==> src/rtl/udp_rx_port_dispatch.sv <==
// UDP RX port dispatcher: routes each received UDP packet to the
// sink whose configured port matches the destination port, or drops it.
module udp_rx_port_dispatch #(
  parameter int N_SINKS    = 4,
  parameter int DATA_WIDTH = 8
) (
  input  logic                    clk,
  input  logic                    reset,
  input  logic                    s_hdr_valid,
  output logic                    s_hdr_ready,
  input  logic [31:0]             s_ip_source_ip,
  input  logic [15:0]             s_source_port,
  input  logic [15:0]             s_dest_port,
  input  logic [15:0]             s_length,
  input  logic [DATA_WIDTH-1:0]   s_tdata,
  input  logic                    s_tvalid,
  input  logic                    s_tlast,
  output logic                    s_tready,
  input  logic [16*N_SINKS-1:0]   cfg_port,
  input  logic [N_SINKS-1:0]      cfg_enable,
  output logic [N_SINKS-1:0]      m_hdr_valid,
  input  logic [N_SINKS-1:0]      m_hdr_ready,
  output logic [31:0]             m_ip_source_ip,
  output logic [15:0]             m_source_port,
  output logic [15:0]             m_dest_port,
  output logic [15:0]             m_length,
  output logic [DATA_WIDTH-1:0]   m_tdata,
  output logic [N_SINKS-1:0]      m_tvalid,
  output logic                    m_tlast,
  input  logic [N_SINKS-1:0]      m_tready,
  output logic [31:0]             drop_count,
  output logic                    busy
);

  localparam int SEL_W = (N_SINKS > 1) ? $clog2(N_SINKS) : 1;

  typedef enum logic [1:0] {
    IDLE,
    HDR,
    PAYLOAD,
    DROP
  } state_t;

  state_t           state;
  logic [SEL_W-1:0] sel;
  logic             match_hit;
  logic [SEL_W-1:0] match_idx;

  // Scan from the top so the lowest matching index is the last to win.
  always_comb begin
    match_hit = 1'b0;
    match_idx = '0;
    for (int i = N_SINKS - 1; i >= 0; i--) begin
      if (cfg_enable[i] && (cfg_port[16*i +: 16] == s_dest_port)) begin
        match_hit = 1'b1;
        match_idx = i[SEL_W-1:0];
      end
    end
  end

  always_ff @(posedge clk or posedge reset) begin
    if (reset) begin
      state          <= IDLE;
      sel            <= '0;
      m_ip_source_ip <= '0;
      m_source_port  <= '0;
      m_dest_port    <= '0;
      m_length       <= '0;
      drop_count     <= '0;
    end else begin
      unique case (state)
        IDLE: begin
          if (s_hdr_valid) begin
            m_ip_source_ip <= s_ip_source_ip;
            m_source_port  <= s_source_port;
            m_dest_port    <= s_dest_port;
            m_length       <= s_length;
            sel            <= match_idx;
            state          <= match_hit ? HDR : DROP;
          end
        end
        HDR: begin
          if (m_hdr_ready[sel]) state <= PAYLOAD;
        end
        PAYLOAD: begin
          if (s_tvalid && m_tready[sel] && s_tlast) state <= IDLE;
        end
        DROP: begin
          if (s_tvalid && s_tlast) begin
            if (drop_count != 32'hFFFF_FFFF) drop_count <= drop_count + 32'd1;
            state <= IDLE;
          end
        end
        default: state <= IDLE;
      endcase
    end
  end

  always_comb begin
    s_hdr_ready = (state == IDLE);
    busy        = (state != IDLE);
    m_hdr_valid = '0;
    m_tvalid    = '0;
    s_tready    = 1'b0;
    m_tdata     = s_tdata;
    m_tlast     = s_tlast;
    unique case (state)
      IDLE: ;
      HDR: m_hdr_valid[sel] = 1'b1;
      PAYLOAD: begin
        m_tvalid[sel] = s_tvalid;
        s_tready      = m_tready[sel];
      end
      DROP: s_tready = 1'b1;
      default: ;
    endcase
  end

endmodule

==> config.mk <==
export PLATFORM = sky130hd
export DESIGN_NAME = udp_rx_port_dispatch
export DESIGN_NICKNAME = d
export VERILOG_FILES = /design/src/rtl/udp_rx_port_dispatch.sv
export SDC_FILE = /design/constraint.sdc
export NUM_CORES = 1
export LEC_CHECK = 0
export BUFFER_PORTS_ARGS = -buffer_cell sky130_fd_sc_hd__buf_4
export CORE_UTILIZATION = 41
export CTS_BUF_LIST = sky130_fd_sc_hd__clkbuf_4 sky130_fd_sc_hd__clkbuf_8 sky130_fd_sc_hd__clkbuf_16
export DETAILED_ROUTE_END_ITERATION = 8
export GPL_TIMING_DRIVEN = 0
export PLACE_DENSITY = 0.78
export SLEW_MARGIN = 20
export SYNTH_ARGS = -nofsm -noshare
export SYNTH_HDL_FRONTEND = slang
export SYNTH_SLANG_ARGS = --single-unit
==> constraint.sdc <==
create_clock -name clk -period 3 [get_ports clk]
set_input_delay 0.15 -clock clk [delete_from_list [all_inputs] [get_ports clk]]
set_output_delay 0.15 -clock clk [all_outputs]
set_load 0.02 [all_outputs]
==> impl_metrics.json, run 1 <==
{
  "initial_core_util_pct": 42.5,
  "io-pin-count": 301,
  "fmax_mhz": 459,
  "power_density_nw_per_um2": 814,
  "setup_violations": 0,
  "cts_root_buf": "clkbuf_16",
  "fin_hold_ws_ps": 36.4,
  "insertedDiodeCount": 0,
  "critPathKind": "reg2reg",
  "cts_setup_buffers": 0,
  "groute.layer.met2.usage_pct": 50.5,
  "hp-start": "s_dest_port[9]",
  "nets": 1167,
  "drt_iter0_markers": 266,
  "final_hold_viol_count": 0,
  "slew_headroom_pct": 56.5,
  "finClkSkew_ps": 8.61,
  "finalSetupTns_ps": 0,
  "gp_congestion": 0.882,
  "peakVddDrop_mv": 0.518,
  "die_h_um": 120,
  "cts.path.max_buffers": 2,
  "fin_cells": 1186,
  "numPlacedInstances": 1089,
  "grt_busiest_layer": "met2",
  "ys_ff_latch": 116,
  "worst_pin_slew_ps": 644,
  "async_reset_ff_share_pct": 100,
  "r2r_slack_ps": 820,
  "routedWlPerCell_um": 15.9,
  "worst-path-buf-inv": 1,
  "cts.htree.levels": 4,
  "synth-seq-area-share_pct": 51.1,
  "layout_common_cells": "285 x buf_4, 260 x nand2_1, 116 x dfrtp_1",
  "path_common_cell": "nand4_1",
  "seqCellArea_um2": 2900,
  "fp.dieW_um": 120,
  "layout_commonest_cell": "buf_4",
  "core_area_um2": 13300,
  "clkTransAtPathRegs_ps": 50,
  "rr_worst_depth": 7,
  "r2r_start": "drop_count[20]",
  "min_path_cells": 3,
  "multiInputGateArea_um2": 2530,
  "grt_pass1_vias": 6034,
  "fin_crit_sh_pct": 72.5,
  "cp_data_required_time_ps": 3340,
  "slew_viol_final": 0,
  "hold_buffers": 65,
  "io_buffers": 276,
  "drt_first_pass_iters": 7,
  "drt-total-wl_mm": 18.9,
  "ant_nets": 0,
  "drive_above_1_share_pct": 33.3,
  "hold-path-endpoint": "m_dest_port[9]",
  "via_per_inst": 4.92,
  "leakage_nw": 4.79,
  "cts_tree": "built",
  "grt_max_degree": 33,
  "post-dp-hpwl_mm": 13.8,
  "num_vias": 5841,
  "p_seq_share_pct": 32.5,
  "synthFlopType": "dfrtp_1",
  "sw_frac_of_total_pct": 37.0,
  "synth_area_leaders": "dfrtp_1 51%, nand2_1 17%, xnor2_1 7.9%, xor2_1 6.6%, nand3_1 1.9%",
  "status": "completed",
  "grt_use_met1_pct": 26.5,
  "power_frac_comb_pct": 39.0,
  "p_sw_mw": 2.81,
  "cts_resized": 0,
  "worstPathArrival_ps": 2510,
  "netlist_instances": 634,
  "crit_family": "simple AND/OR/NAND/NOR gates",
  "slowest_delay_ps": 500,
  "hp-class": "in2reg",
  "insertion_delay_ps": 420,
  "internal_power_mw": 4.77,
  "r2r_end": "drop_count[4]",
  "avgSynthCellArea_um2": 8.95,
  "synthDistinctLibCells": 41,
  "syn_nets": 804,
  "ys_warn_count": 0,
  "row_count": 42,
  "cp_slowest_cell": "nor4_2",
  "fill_cells": 1026,
  "cts_made_buffers": 17,
  "rsz0062_at_grt": "false",
  "syn_area_um2": 5680,
  "grt_pass1_wl_mm": 29.7,
  "grt_util_all_layers_pct": 27.0,
  "power_frac_clock_pct": 28.5,
  "synth_top_area_cell": "dfrtp_1",
  "drv_cap": 0,
  "antenna_found_initial": 0,
  "drc_errors": 0,
  "syn_to_final_growth_pct": 64.1,
  "die_area_um2": 14300,
  "cp-end-kind": "register",
  "cp_max_fo": 10,
  "cts_sinks": 116,
  "critPathLaunchType": "register",
  "synth_top_area_share_pct": 51.1,
  "globalRouteOverflowTotal": 0,
  "use_met3_pct": 8.32,
  "path_cells": "nand4_1, nor4_2, nand3_1, o21a_1, buf_2, nand4_1, xnor2_1",
  "synth_edf_count": 0,
  "period_needed_ps": 2180
}
[synth_stat cells, types with 2 or more instances]
cell type,n
o21a_1,3
xnor2_1,51
nor2_1,17
nor3b_1,3
clkbuf_1,27
nor4_1,11
nand4_1,13
o41ai_1,2
and4_1,3
buf_2,6
mux4_2,2
nand3_1,21
and3_1,6
or4_1,4
nand2b_1,3
nand2_1,260
inv_1,7
o31ai_1,2
buf_4,9
buf_1,4
dfrtp_1,116
nor3_1,3
xor2_1,43
[through the flow]
step	util, %	cell area [um^2]	setup slack, ps	power, mW
finish	69.8	9320	824	7.58
global route	69.8	9320	620	7.98
CTS	69.8	9320	802	7.60
detailed placement	60.2	8030	836	5.34
global placement	59.7	7970	652	5.27
floorplan	-	5680	1010	3.95
[logic make-up (layout without fill, tap and decap cells)]
group	count (synthesis)	in the layout	synth area share, %
AND/OR/NAND/NOR	352	352	26.8
flip-flops	116	116	51.1
XOR/XNOR	94	94	14.5
buffers and inverters	54	430	4.32
AO/OA/AOI/OAI	14	14	2.07
multiplexers	3	3	0.992
adder cells (fa/ha/maj)	1	1	0.220
[worst register-to-register path: stages (launching register included)]
cell and delay, ps:
dfrtp_1 460, nand4_1 240, nor4_2 500, nand3_1 240
o21a_1 240, buf_2 180, nand4_1 120, xnor2_1 120
[power groups by stage]
stage                     clock network, mW  registers [mW]  logic [mW]
after floorplan                           0            3.07       0.886
after CTS                              2.19            2.45        2.96
after global placement                    0            2.45        2.82
final                                  2.16            2.46        2.96
after detailed placement                  0            2.45        2.89
after global routing                   2.27            2.52        3.19
[flip-flops by register name, indices dropped and copies added (netlist names)]
signal / count
m_source_port: 16
state: 2
m_ip_source_ip: 32
sel: 2
m_length: 16
drop_count: 32
m_dest_port: 16
[routing by layer]
layer	vias to the layer above	routed length, um
met5	-	0
met4	0	870
met3	70	1250
met2	257	10200
met1	2758	6620
li1	2756	-
[cell type report]
type | instances | share of cell area, %
clock buffers | 20 | 4.88
flip-flops and latches | 116 | 31.2
plain buffers | 47 | 2.35
well taps | 176 | 2.36
clock inverters | 12 | 1.92
repair buffers | 344 | 29.9
multi-input cells | 464 | 27.1
inverters | 7 | 0.322
[worst max path at each step]
| stage | cells past startpoint | slack, ps | start | endpoint |
|---|---|---|---|---|
| 2_1_floorplan | 6 | 1010 | drop_count[0] | drop_count[29] |
| 3_3_place_gp | 2 | 650 | reset | m_length[14] |
| 3_5_place_dp | 6 | 840 | state[1] | m_ip_source_ip[16] |
| 4_1_cts | 4 | 800 | sel[0] | s_tready |
| 5_1_grt | 7 | 620 | drop_count[20] | drop_count[4] |
| 6_report | 7 | 820 | drop_count[20] | drop_count[4] |
Power figures use the tool's default switching activity.
==> inputs of run 2 (changes only) <==
- clock period: 3 -> 2 ns (I/O delays scaled with it)
==> impl_metrics.json, run 2 (synthesis gave the netlist of run 1 again) <==
{
  "num_vias": 5880,
  "worst_pin_slew_ps": 670,
  "row_count": 42,
  "worst-path-buf-inv": 2,
  "setup_violations": 0,
  "p_seq_share_pct": 32.0,
  "cp_max_fo": 5,
  "slew_viol_final": 0,
  "fp.dieW_um": 120,
  "nets": 1185,
  "power_frac_clock_pct": 28.2,
  "grt_max_degree": 33,
  "finClkSkew_ps": 8.64,
  "leakage_nw": 4.90,
  "p_sw_mw": 4.24,
  "routedWlPerCell_um": 16.0,
  "drive_above_1_share_pct": 36.2,
  "drt_iter0_markers": 264,
  "sw_frac_of_total_pct": 36.9,
  "post-dp-hpwl_mm": 13.8,
  "internal_power_mw": 7.24,
  "peakVddDrop_mv": 0.891,
  "die_h_um": 120,
  "crit_family": "simple AND/OR/NAND/NOR gates",
  "crit_start": "s_dest_port[15]",
  "slew_headroom_pct": 54.7,
  "cts.htree.levels": 4,
  "place_ws_ps": -164,
  "final_hold_viol_count": 0,
  "worstPathArrival_ps": 2280,
  "gp_congestion": 0.882,
  "status": "completed",
  "layout_commonest_cell": "buf_4",
  "cp_slowest_cell": "dlygate4sd3_1",
  "reg_top3": "drop_count: 32 flops, m_ip_source_ip: 32 flops",
  "clkTransAtPathRegs_ps": 50,
  "insertion_delay_ps": 420,
  "rsz0062_at_grt": "true",
  "grt_util_all_layers_pct": 27.3,
  "period_needed_ps": 1960,
  "drc_errors": 0,
  "power_density_nw_per_um2": 1200,
  "cts.path.max_buffers": 2,
  "hp-class": "in2reg",
  "io_buffers": 276,
  "ant_nets": 0,
  "worst_slack_ps": 37.8,
  "slowest_delay_ps": 560,
  "grt_pass1_vias": 6054,
  "fin_crit_sh_pct": 98.1,
  "syn_to_final_growth_pct": 68.3,
  "power_frac_comb_pct": 39.8,
  "cts_sinks": 116,
  "cts_tree": "built",
  "io-pin-count": 301,
  "globalRouteOverflowTotal": 0,
  "fin_hold_ws_ps": 26.2,
  "critPathKind": "in2reg",
  "antenna_found_initial": 1,
  "cts_made_buffers": 17,
  "cts_root_buf": "clkbuf_16",
  "cp-end-kind": "register",
  "core_area_um2": 13300,
  "critPathLaunchType": "input pin",
  "drt_first_pass_iters": 5,
  "layout_common_cells": "302 x buf_4, 260 x nand2_1, 108 x dfrtp_1",
  "drv_cap": 0,
  "drt-total-wl_mm": 19.3,
  "grt_pass1_wl_mm": 29.9,
  "path_cells": "dlygate4sd3_1, clkbuf_4, xor2_1, nor4_1, nand2_1, or4_4, o41a_1, o31ai_2",
  "die_area_um2": 14300,
  "via_per_inst": 4.88,
  "r2r_start": "drop_count[0]",
  "fmax_mhz": 510,
  "finalPower_mw": 11.5,
  "initial_core_util_pct": 42.5,
  "cp_data_required_time_ps": 2320,
  "hp-start": "s_tvalid"
}
==> run 2: changes by cell type in the layout (fill, tap and decap cells not counted), sizes merged <==
cell / before / now
buf: 298 / 313
dlygate4sd3: 65 / 68
clkbuf: 48 / 47
dlymetal6s4s: 0 / 1
diode: 0 / 2
==> run 2: area by class of cell <==
type                       instances  area [um^2]
timing repair buffer             365         2950
buffer                            44          218
multi-input combinational        464         2580
tap                              176          220
sequential                       116         2910
fill                             989         3800
clock buffer                      20          454
antenna                            2         5.00
clock inverter                    12          179
inverter                           7         30.0
==> run 2: power by group through the flow <==
stage	Combinational [mW]	Clock (mW)	Sequential, mW
floorplan	1.33	0	4.60
global placement	4.23	0	3.67
detailed placement	4.33	0	3.68
CTS	4.49	3.28	3.67
global route	4.91	3.40	3.76
finish	4.57	3.24	3.67
==> run 2: metal layers <==
layer  part of all wire [%]  routed length [um]  up-vias  GRT usage (%)
met1                     35                6810     2759           26.9
met5                      0                   0        -              0
met3                    6.5                1260       69           8.17
met4                    4.6                 890        0           15.0
li1                       -                   -     2788              -
met2                     54               10400      264           50.5
==> run 2: through the flow <==
step / std cells / util (%) / area, um^2 / setup TNS [ps]
after global placement: 1086 / 59.7 / 7970 / -35690
after global routing: 1206 / 71.6 / 9550 / -119
final: 1206 / 71.6 / 9550 / 0
after detailed placement: 1089 / 60.2 / 8030 / -3680
after CTS: 1195 / 70.6 / 9430 / 0
after floorplan: 634 / - / 5680 / 0
==> run 2: worst paths after layout <==
path                            slack (ps)                  to  cells past startpoint
max in group asynchronous              840       drop_count[1]                      5
worst max-delay path                    40              sel[1]                      8
min in group asynchronous              340  m_ip_source_ip[19]                      3
worst max register to register          60      drop_count[29]                      6
worst min-delay path                    30            state[0]                      4
worst min register to register         470  m_ip_source_ip[14]                      2
==> run 2: repair_timing <==
| item | CTS | global route |
|---|---|---|
| hold buffers | 69 | 0 |
| hold endpoints to repair | 98 | 0 |
| buffers inserted | 7 | 10 |
| gates resized for setup | 12 | 17 |
| endpoints found under the setup margin | 98 | 48 |
| pin swaps | 3 | 9 |
==> run 2: worst min-delay path, stage by stage <==
cell and delay [ps]:
buf_4 100, nand3_1 70, nand3_1 80, nand2_1 50
==> inputs of run 3 (changes only) <==
- PLACE_DENSITY: 0.78 -> 0.88
==> impl_metrics.json, run 3 (synthesis gave the netlist of run 1 again) <==
{
  "r2r_start": "drop_count[0]",
  "die_area_um2": 14300,
  "worst_slack_ps": -34.2,
  "globalRouteOverflowTotal": 0,
  "setup_violations": 1,
  "drive_above_1_share_pct": 37.4,
  "ant_nets": 0,
  "rr_worst_depth": 6,
  "post-dp-hpwl_mm": 13.7,
  "place_ws_ps": -117,
  "final_hold_viol_count": 0,
  "cts.path.max_buffers": 2,
  "via_per_inst": 5.09,
  "r2r_end": "drop_count[31]",
  "r2r_slack_ps": -30,
  "cts_made_buffers": 17,
  "layout_commonest_cell": "buf_4",
  "slew_viol_final": 0,
  "worst_pin_slew_ps": 603,
  "cts.htree.levels": 4,
  "syn_to_final_growth_pct": 67.9,
  "io_buffers": 276,
  "cp_max_fo": 5,
  "period_needed_ps": 2030,
  "final_util_pct": 71.4,
  "finClkSkew_ps": 10.8,
  "fin_crit_sh_pct": 102,
  "rsz0062_at_grt": "true",
  "initial_core_util_pct": 42.5,
  "slowest_delay_ps": 470,
  "num_vias": 6137,
  "nets": 1186,
  "cp_slowest_cell": "a2111o_1",
  "insertion_delay_ps": 420,
  "core_area_um2": 13300,
  "status": "finished, violations left",
  "grt_max_degree": 34,
  "grt_pass1_vias": 6223,
  "io-pin-count": 301,
  "peakVddDrop_mv": 0.651,
  "antenna_found_initial": 0,
  "worstPathArrival_ps": 2360,
  "cts_sinks": 116,
  "drt_first_pass_iters": 5,
  "slew_headroom_pct": 59.6,
  "violations": "setup timing",
  "grt_util_all_layers_pct": 28.6,
  "grt_pass1_wl_mm": 31.0,
  "insertedDiodeCount": 0,
  "die_h_um": 120,
  "gp_congestion": 0.893,
  "drv_cap": 0,
  "power_density_nw_per_um2": 1200,
  "cp_data_required_time_ps": 2330,
  "path_cells": "ha_2, and3_2, a2111o_1, or2_4, nor2_2, xnor2_1",
  "critPathKind": "reg2reg",
  "routedWlPerCell_um": 17.5,
  "cp-end-kind": "register",
  "clkTransAtPathRegs_ps": 50,
  "leakage_nw": 4.91,
  "fin_hold_ws_ps": 18.6,
  "layout_common_cells": "308 x buf_4, 259 x nand2_1, 104 x dfrtp_1",
  "drt_iter0_markers": 419,
  "fmax_mhz": 492,
  "drc_errors": 0,
  "drt-total-wl_mm": 21.1,
  "critPathLaunchType": "register",
  "crit_start": "drop_count[0]",
  "row_count": 42,
  "fp.dieW_um": 120,
  "hp-class": "in2reg",
  "reg_top3": "drop_count: 32 flops, m_ip_source_ip: 32 flops",
  "crit_path_end": "drop_count[31]",
  "cts_tree": "built",
  "cts_root_buf": "clkbuf_16"
}
-- run 3: cell types whose count changed in the layout (fill, tap and decap cells not counted), moves of 2 or more --
cell           before  now
clkbuf_8            1    4
buf_4             302  308
diode_2             2    0
clkbuf_1           24   22
dlygate4sd3_1      68   65
bufinv_16           4    2
dfrtp_2             8   12
dfrtp_1           108  104
-- run 3: layer usage --
layer	routed length, um	global-route usage, %	up-vias
met5	0	0	-
met4	1410	20.3	0
met3	1430	8.13	106
met2	11300	52.2	325
met1	6930	27.4	2928
li1	-	-	2778
-- run 3: worst min-delay path by stage --
stage	start	endpoint	slack [ps]	cells after the start
detailed placement	reset	m_ip_source_ip[16]	180	2
global placement	s_length[10]	m_length[10]	290	3
global route	s_dest_port[1]	m_dest_port[1]	20	3
finish	s_dest_port[1]	m_dest_port[1]	20	3
CTS	s_dest_port[1]	m_dest_port[1]	10	3
floorplan	s_ip_source_ip[0]	m_ip_source_ip[0]	210	2
-- run 3: final cells by class --
cell class	instances	area (um^2)
repair buffers	368	2970
clock buffers	24	503
inverters	7	30.0
well taps	176	220
fillers	904	3820
flip-flops and latches	116	2920
multi-input cells	464	2580
plain buffers	42	204
clock inverters	8	98.8
-- run 3: where the power goes --
group	internal (mW)	switching (mW)
combinational	1.94	2.73
clock	2.00	1.06
sequential	3.17	0.529
total	7.11	4.32
-- run 3: worst max-delay path: cells and delay by family, from the launching register on --
family / cells / cell delay (ps)
and+or+nand+nor: 3 / 650
DFF: 1 / 440
adders and majority gates: 1 / 230
AOI/OAI and AO/OA: 1 / 470
xor gates and xnor gates: 1 / 150
-- run 3: timing repair --
item | in CTS | in global routing
endpoints found under the hold margin | 87 | 0
hold buffers | 67 | 0
cloned | 0 | 0
pin swaps | 3 | 8
gates resized for setup | 12 | 22
setup buffers | 1 | 21
endpoints found under the setup margin | 85 | 63
-- run 3: metrics by stage --
step	power, mW	instance area, um^2	std cells	TNS (ps)
4_1_cts	11.2	9330	1186	0
3_3_place_gp	7.88	7970	1086	-32470
2_1_floorplan	5.93	5680	634	0
5_1_grt	12.0	9530	1205	-339
6_report	11.4	9530	1205	-34.2
3_5_place_dp	8.05	8030	1089	-2790
